### src/rtl/mu2cgra_buffer.sv
// Elastic FIFO between the MatrixUnit output port and the CGRA mu2cgra input.
// Stores DEPTH 512-bit beats, presents the head beat as lanes, and counts pops for tile completion.
module mu2cgra_buffer #(
    parameter int unsigned LANES  = 32,
    parameter int unsigned LANE_W = 16,
    parameter int unsigned DEPTH  = 4,
    parameter int unsigned CNT_W  = 16
) (
    input  logic                      clk_in,
    input  logic                      reset_in,
    input  logic                      flush,
    input  logic                      mu_valid,
    output logic                      mu_ready,
    input  logic [LANES*LANE_W-1:0]   mu_data,
    output logic                      mu2cgra_valid,
    input  logic                      cgra2mu_ready,
    output logic [LANE_W-1:0]         mu2cgra [LANES-1:0],
    input  logic [CNT_W-1:0]          beats_expected,
    output logic                      tile_done,
    output logic [$clog2(DEPTH):0]    occupancy
);

    localparam int unsigned AW = $clog2(DEPTH);
    localparam int unsigned OW = AW + 1;
    localparam logic [OW-1:0] OccFull = OW'(DEPTH);

    logic [LANES*LANE_W-1:0] mem [DEPTH];
    logic [AW-1:0]           wr_ptr_q, wr_ptr_d;
    logic [AW-1:0]           rd_ptr_q, rd_ptr_d;
    logic [OW-1:0]           occ_q, occ_d;
    logic [CNT_W-1:0]        cnt_q, cnt_d;
    logic [CNT_W-1:0]        cnt_inc;
    logic                    tile_done_q, tile_done_d;
    logic                    push, pop;
    logic [LANES*LANE_W-1:0] head;

    // Ready never looks at the downstream side, so no combinational ready path exists.
    assign mu_ready      = !reset_in && !flush && (occ_q < OccFull);
    assign mu2cgra_valid = (occ_q != '0);
    assign push          = mu_valid && mu_ready;
    assign pop           = mu2cgra_valid && cgra2mu_ready && !flush;
    assign occupancy     = occ_q;
    assign tile_done     = tile_done_q;
    assign head          = mem[rd_ptr_q];
    assign cnt_inc       = cnt_q + CNT_W'(1);

    always_comb begin
        wr_ptr_d    = wr_ptr_q;
        rd_ptr_d    = rd_ptr_q;
        occ_d       = occ_q;
        cnt_d       = cnt_q;
        tile_done_d = 1'b0;
        if (flush) begin
            wr_ptr_d = '0;
            rd_ptr_d = '0;
            occ_d    = '0;
            cnt_d    = '0;
        end else begin
            if (push) begin
                wr_ptr_d = wr_ptr_q + AW'(1);
            end
            if (pop) begin
                rd_ptr_d = rd_ptr_q + AW'(1);
                if ((beats_expected != '0) && (cnt_inc == beats_expected)) begin
                    cnt_d       = '0;
                    tile_done_d = 1'b1;
                end else begin
                    cnt_d = cnt_inc;
                end
            end
            unique case ({push, pop})
                2'b10:   occ_d = occ_q + OW'(1);
                2'b01:   occ_d = occ_q - OW'(1);
                default: occ_d = occ_q;
            endcase
        end
    end

    always_ff @(posedge clk_in or posedge reset_in) begin
        if (reset_in) begin
            wr_ptr_q    <= '0;
            rd_ptr_q    <= '0;
            occ_q       <= '0;
            cnt_q       <= '0;
            tile_done_q <= 1'b0;
        end else begin
            wr_ptr_q    <= wr_ptr_d;
            rd_ptr_q    <= rd_ptr_d;
            occ_q       <= occ_d;
            cnt_q       <= cnt_d;
            tile_done_q <= tile_done_d;
        end
    end

    // Storage needs no reset: the output is masked whenever the buffer is empty.
    always_ff @(posedge clk_in) begin
        if (push) begin
            mem[wr_ptr_q] <= mu_data;
        end
    end

    always_comb begin
        for (int i = 0; i < LANES; i++) begin
            mu2cgra[i] = mu2cgra_valid ? head[i*LANE_W +: LANE_W] : '0;
        end
    end

endmodule

### config.mk
export PLATFORM = sky130hd
export DESIGN_NAME = mu2cgra_buffer
export DESIGN_NICKNAME = d
export VERILOG_FILES = /design/src/rtl/mu2cgra_buffer.sv
export SDC_FILE = /design/constraint.sdc
export NUM_CORES = 2
export LEC_CHECK = 0
export ABC_AREA = 1
export CAP_MARGIN = 20
export CORE_ASPECT_RATIO = 0.8
export CORE_MARGIN = 5
export CORE_UTILIZATION = 50
export DETAILED_ROUTE_END_ITERATION = 7
export DONT_BUFFER_PORTS = 1
export PLACE_DENSITY = 0.75
export SLEW_MARGIN = 10
export SYNTH_ARGS = -nofsm -noshare
export SYNTH_HDL_FRONTEND = slang
export SYNTH_SLANG_ARGS = --single-unit
### constraint.sdc
create_clock -name clk_in -period 24.8 [get_ports clk_in]
set_input_delay 3.72 -clock clk_in [delete_from_list [all_inputs] [get_ports clk_in]]
set_output_delay 3.72 -clock clk_in [all_outputs]
set_load 0.03 [all_outputs]
==> impl_metrics.py <==
metrics = {
    "cts": {
        "clkLatencyLatePin_ps": 830,
        "cts.reportedPaths.clkPinSlew_ps": 70,
        "htree_num_levels": 4,
        "cts_buffers": 188,
        "holdBufCountCts": 0,
        "clk_path_buf_depth": 3,
        "tritoncts": "done",
        "cts_resized": 0,
        "post-cts-setup-buffer-count": 0,
        "clock_sinks": 2072,
        "cts_root_buffer": "clkbuf_16",
    },
    "floorplanning": {
        "fp.dieH_um": 369,
        "rows": 131,
        "design.die.area_um2": 169000,
        "start_util_pct": 50.4,
        "io_pins": 1051,
        "die_w_um": 459,
        "fp.coreArea_um2": 160000,
    },
    "sta": {
        "setup_viol": 0,
        "rsz0062_at_grt": "false",
        "fmax_mhz": 103,
        "timing.final.crit_share_pct": 39.3,
        "hold_viol_final": 0,
        "report.final.slew_viol_count": 0,
        "maxSlewHeadroom_pct": 3.91,
        "skew_ps": 60.1,
        "worstMarginPinSlew_ps": 1440,
        "period_minus_slack_ps": 9740,
    },
    "yosys": {
        "yosys.area.top_type": "edfxtp_1",
        "synthFlopType": "edfxtp_1",
        "yosysTopAreaCellShare_pct": 76.4,
        "synth-simple-area-share_pct": 10.9,
        "yosysSeqAreaShare_pct": 77.1,
        "synthXorXnorAreaFrac_pct": 0.112,
        "synth-compound-area-share_pct": 9.66,
        "synthesis.nets": 6921,
        "synth.avg_cell_area_um2": 12.6,
        "yosys_warnings": 0,
        "synth_top_family_by_area": "simple AND/OR/NAND/NOR gates",
        "synth_common_cells": "2101 x nor2_1, 2048 x edfxtp_1, 1029 x o21ai_0",
        "ys_ff_latch": 2072,
        "synth-async-reset-ratio_pct": 1.16,
        "synth-edff-count": 2048,
        "synth_area_um2": 80500,
        "postSynthCellCount": 6382,
        "synth-adder-area-share_pct": 0.103,
        "synth_mux_area_share_pct": 0,
        "synth.most_common_cell": "nor2_1",
        "synthTopCellsByArea": "edfxtp_1 76%, nor2_1 9.8%, o21ai_0 6.4%, a21oi_1 3.2%, clkbuf_1 1.5%",
        "ys_types": 29,
    },
    "global_route": {
        "track_usage_pct": 23.3,
        "grt_pass1_vias": 46900,
        "grt_pass1_wl_um": 301000,
        "antenna_found_initial": 2,
        "grt_max_degree": 285,
        "grt_overflow": 0,
    },
    "placement": {
        "dp_hpwl_um": 122000,
        "port_buffers": 0,
        "dp.cells": 8182,
        "place_area_um2": 82400,
        "finalWeightedCongestion": 0.864,
    },
    "outcome": {
        "status": "completed",
    },
    "final_layout": {
        "layout.cells.non_filler": 8533,
        "multiInputGateArea_um2": 16700,
        "syn_to_final_growth_pct": 9.89,
        "seq_area_um2": 62100,
        "fill_cells": 12200,
        "drive_above_1_share_pct": 5.50,
        "final_area_um2": 88500,
        "fin_nets": 6784,
        "final_util_pct": 55.4,
    },
    "worst_hold_path": {
        "min_path_cells": 2,
        "worstHoldPathType": "reg -> reg",
    },
    "job": {
        "max_cap_violations": 0,
    },
    "route": {
        "drc": 0,
        "drt_iter0_drc": 5309,
        "vias": 49200,
        "post_drt_wl_per_cell_um": 24.0,
        "dr.pass1.iters": 5,
        "drtAntennaViolNets": 0,
        "wl_um": 204000,
        "vias_per_cell": 5.77,
    },
    "critical_path": {
        "crit_type": "reg -> out",
        "start_kind": "flip-flop",
        "cp-end-kind": "output port",
        "cp-startpoint": "rd_ptr_q[0]$_DFFE_PP0P_",
        "r2r_slack_ps": 18240,
        "cp-endpoint": "mu2cgra[460]",
        "r2r_cells": 7,
        "timing.rr.end": "mem[2][238]$_DFFE_PP_",
        "timing.rr.start": "occupancy[2]$_DFFE_PP0P_",
        "cp_data_required_time_ps": 21080,
        "critPathMaxFanout": 111,
        "cp.arrival_ps": 6020,
    },
    "pwr": {
        "ir_drop_mv": 0.117,
        "leakage_nw": 28.9,
        "fin_total_pwr_mw": 9.86,
        "power_density_nw_per_um2": 111,
    },
}
-- cell type report --
class                   instances  area share [%]
diodes                          1         0.00283
clock buffers                 232            5.50
clock inverters               117            1.34
inverters                      46           0.212
multi-input cells            3865            18.9
flip-flops and latches       2072            70.2
well taps                    2128            3.01
repair buffers                 72           0.803
-- logic make-up after synthesis --
group / Yosys count
AND/OR/NAND/NOR: 2298
flip-flops: 2072
AO/OA/AOI/OAI: 1554
buffers and inverters: 445
XOR/XNOR: 7
adder cells (fa/ha/maj): 6
-- layout by cell type (no fill, tap or decap), types with 2 or more instances in the layout --
cell,instances
inv_6,5
xor2_1,4
edfxtp_1,2048
clkinv_2,30
nor2_4,8
o21ai_0,1029
inv_8,4
ha_1,5
bufinv_16,15
o21ai_1,2
nor2_1,2097
nand3_1,32
nor3_1,3
clkbuf_16,188
buf_4,59
inv_2,4
nand2_1,138
dfrtp_1,22
nand2_2,4
nand4_1,8
a21oi_1,522
clkbuf_1,44
dfrtp_4,2
clkinv_8,2
inv_16,3
clkinv_16,7
clkinv_1,49
nor2_2,3
inv_1,40
clkinvlp_4,4
nand3b_1,3
buf_12,12
-- flip-flops by register name, summed over array words and instances (netlist names) --
register and cells:
mem 2048, occupancy 3, wr_ptr_q 2, tile_done 1
rd_ptr_q 2, cnt_q 16
-- through the flow --
step | setup slack [ps] | hold WS (ps) | setup TNS (ps)
finish | 15060 | 516 | 0
floorplan | -2660 | 465 | -5451970
detailed placement | 15180 | 500 | 0
global route | 14610 | 568 | 0
global placement | 15130 | 487 | 0
CTS | 14610 | 519 | 0
-- worst max-delay path, stage by stage, from the launching register on --
cell	delay, ps
dfrtp_4	790
inv_8	520
buf_4	850
buf_4	900
buf_4	900
o21ai_0	230
a21oi_1	760
-- metal layers --
metal / vias to the layer above / wire (um) / global-route usage, %
li1: 22400 / - / -
met1: 23900 / 70700 / 26.9
met2: 2385 / 101000 / 38.8
met3: 522 / 20200 / 7.55
met4: 0 / 12600 / 12.4
met5: - / 0 / 0
-- power by group --
group / internal (mW) / switching, mW / leakage [nW] / total, mW
Combinational: 0.422 / 2.63 / 7.11 / 3.05
Clock: 1.57 / 1.27 / 2.93 / 2.83
Sequential: 3.93 / 0.0470 / 18.8 / 3.98
-- worst min-delay path by stage --
| stage | start | endpoint |
|---|---|---|
| floorplan | cnt_q[15]$_DFFE_PP0P_ | cnt_q[15]$_DFFE_PP0P_ |
| global placement | cnt_q[15]$_DFFE_PP0P_ | cnt_q[15]$_DFFE_PP0P_ |
| detailed placement | cnt_q[15]$_DFFE_PP0P_ | cnt_q[15]$_DFFE_PP0P_ |
| CTS | cnt_q[15]$_DFFE_PP0P_ | cnt_q[15]$_DFFE_PP0P_ |
| global route | cnt_q[15]$_DFFE_PP0P_ | cnt_q[15]$_DFFE_PP0P_ |
| finish | cnt_q[15]$_DFFE_PP0P_ | cnt_q[15]$_DFFE_PP0P_ |
No activity file was read; power rests on OpenSTA's default activity.
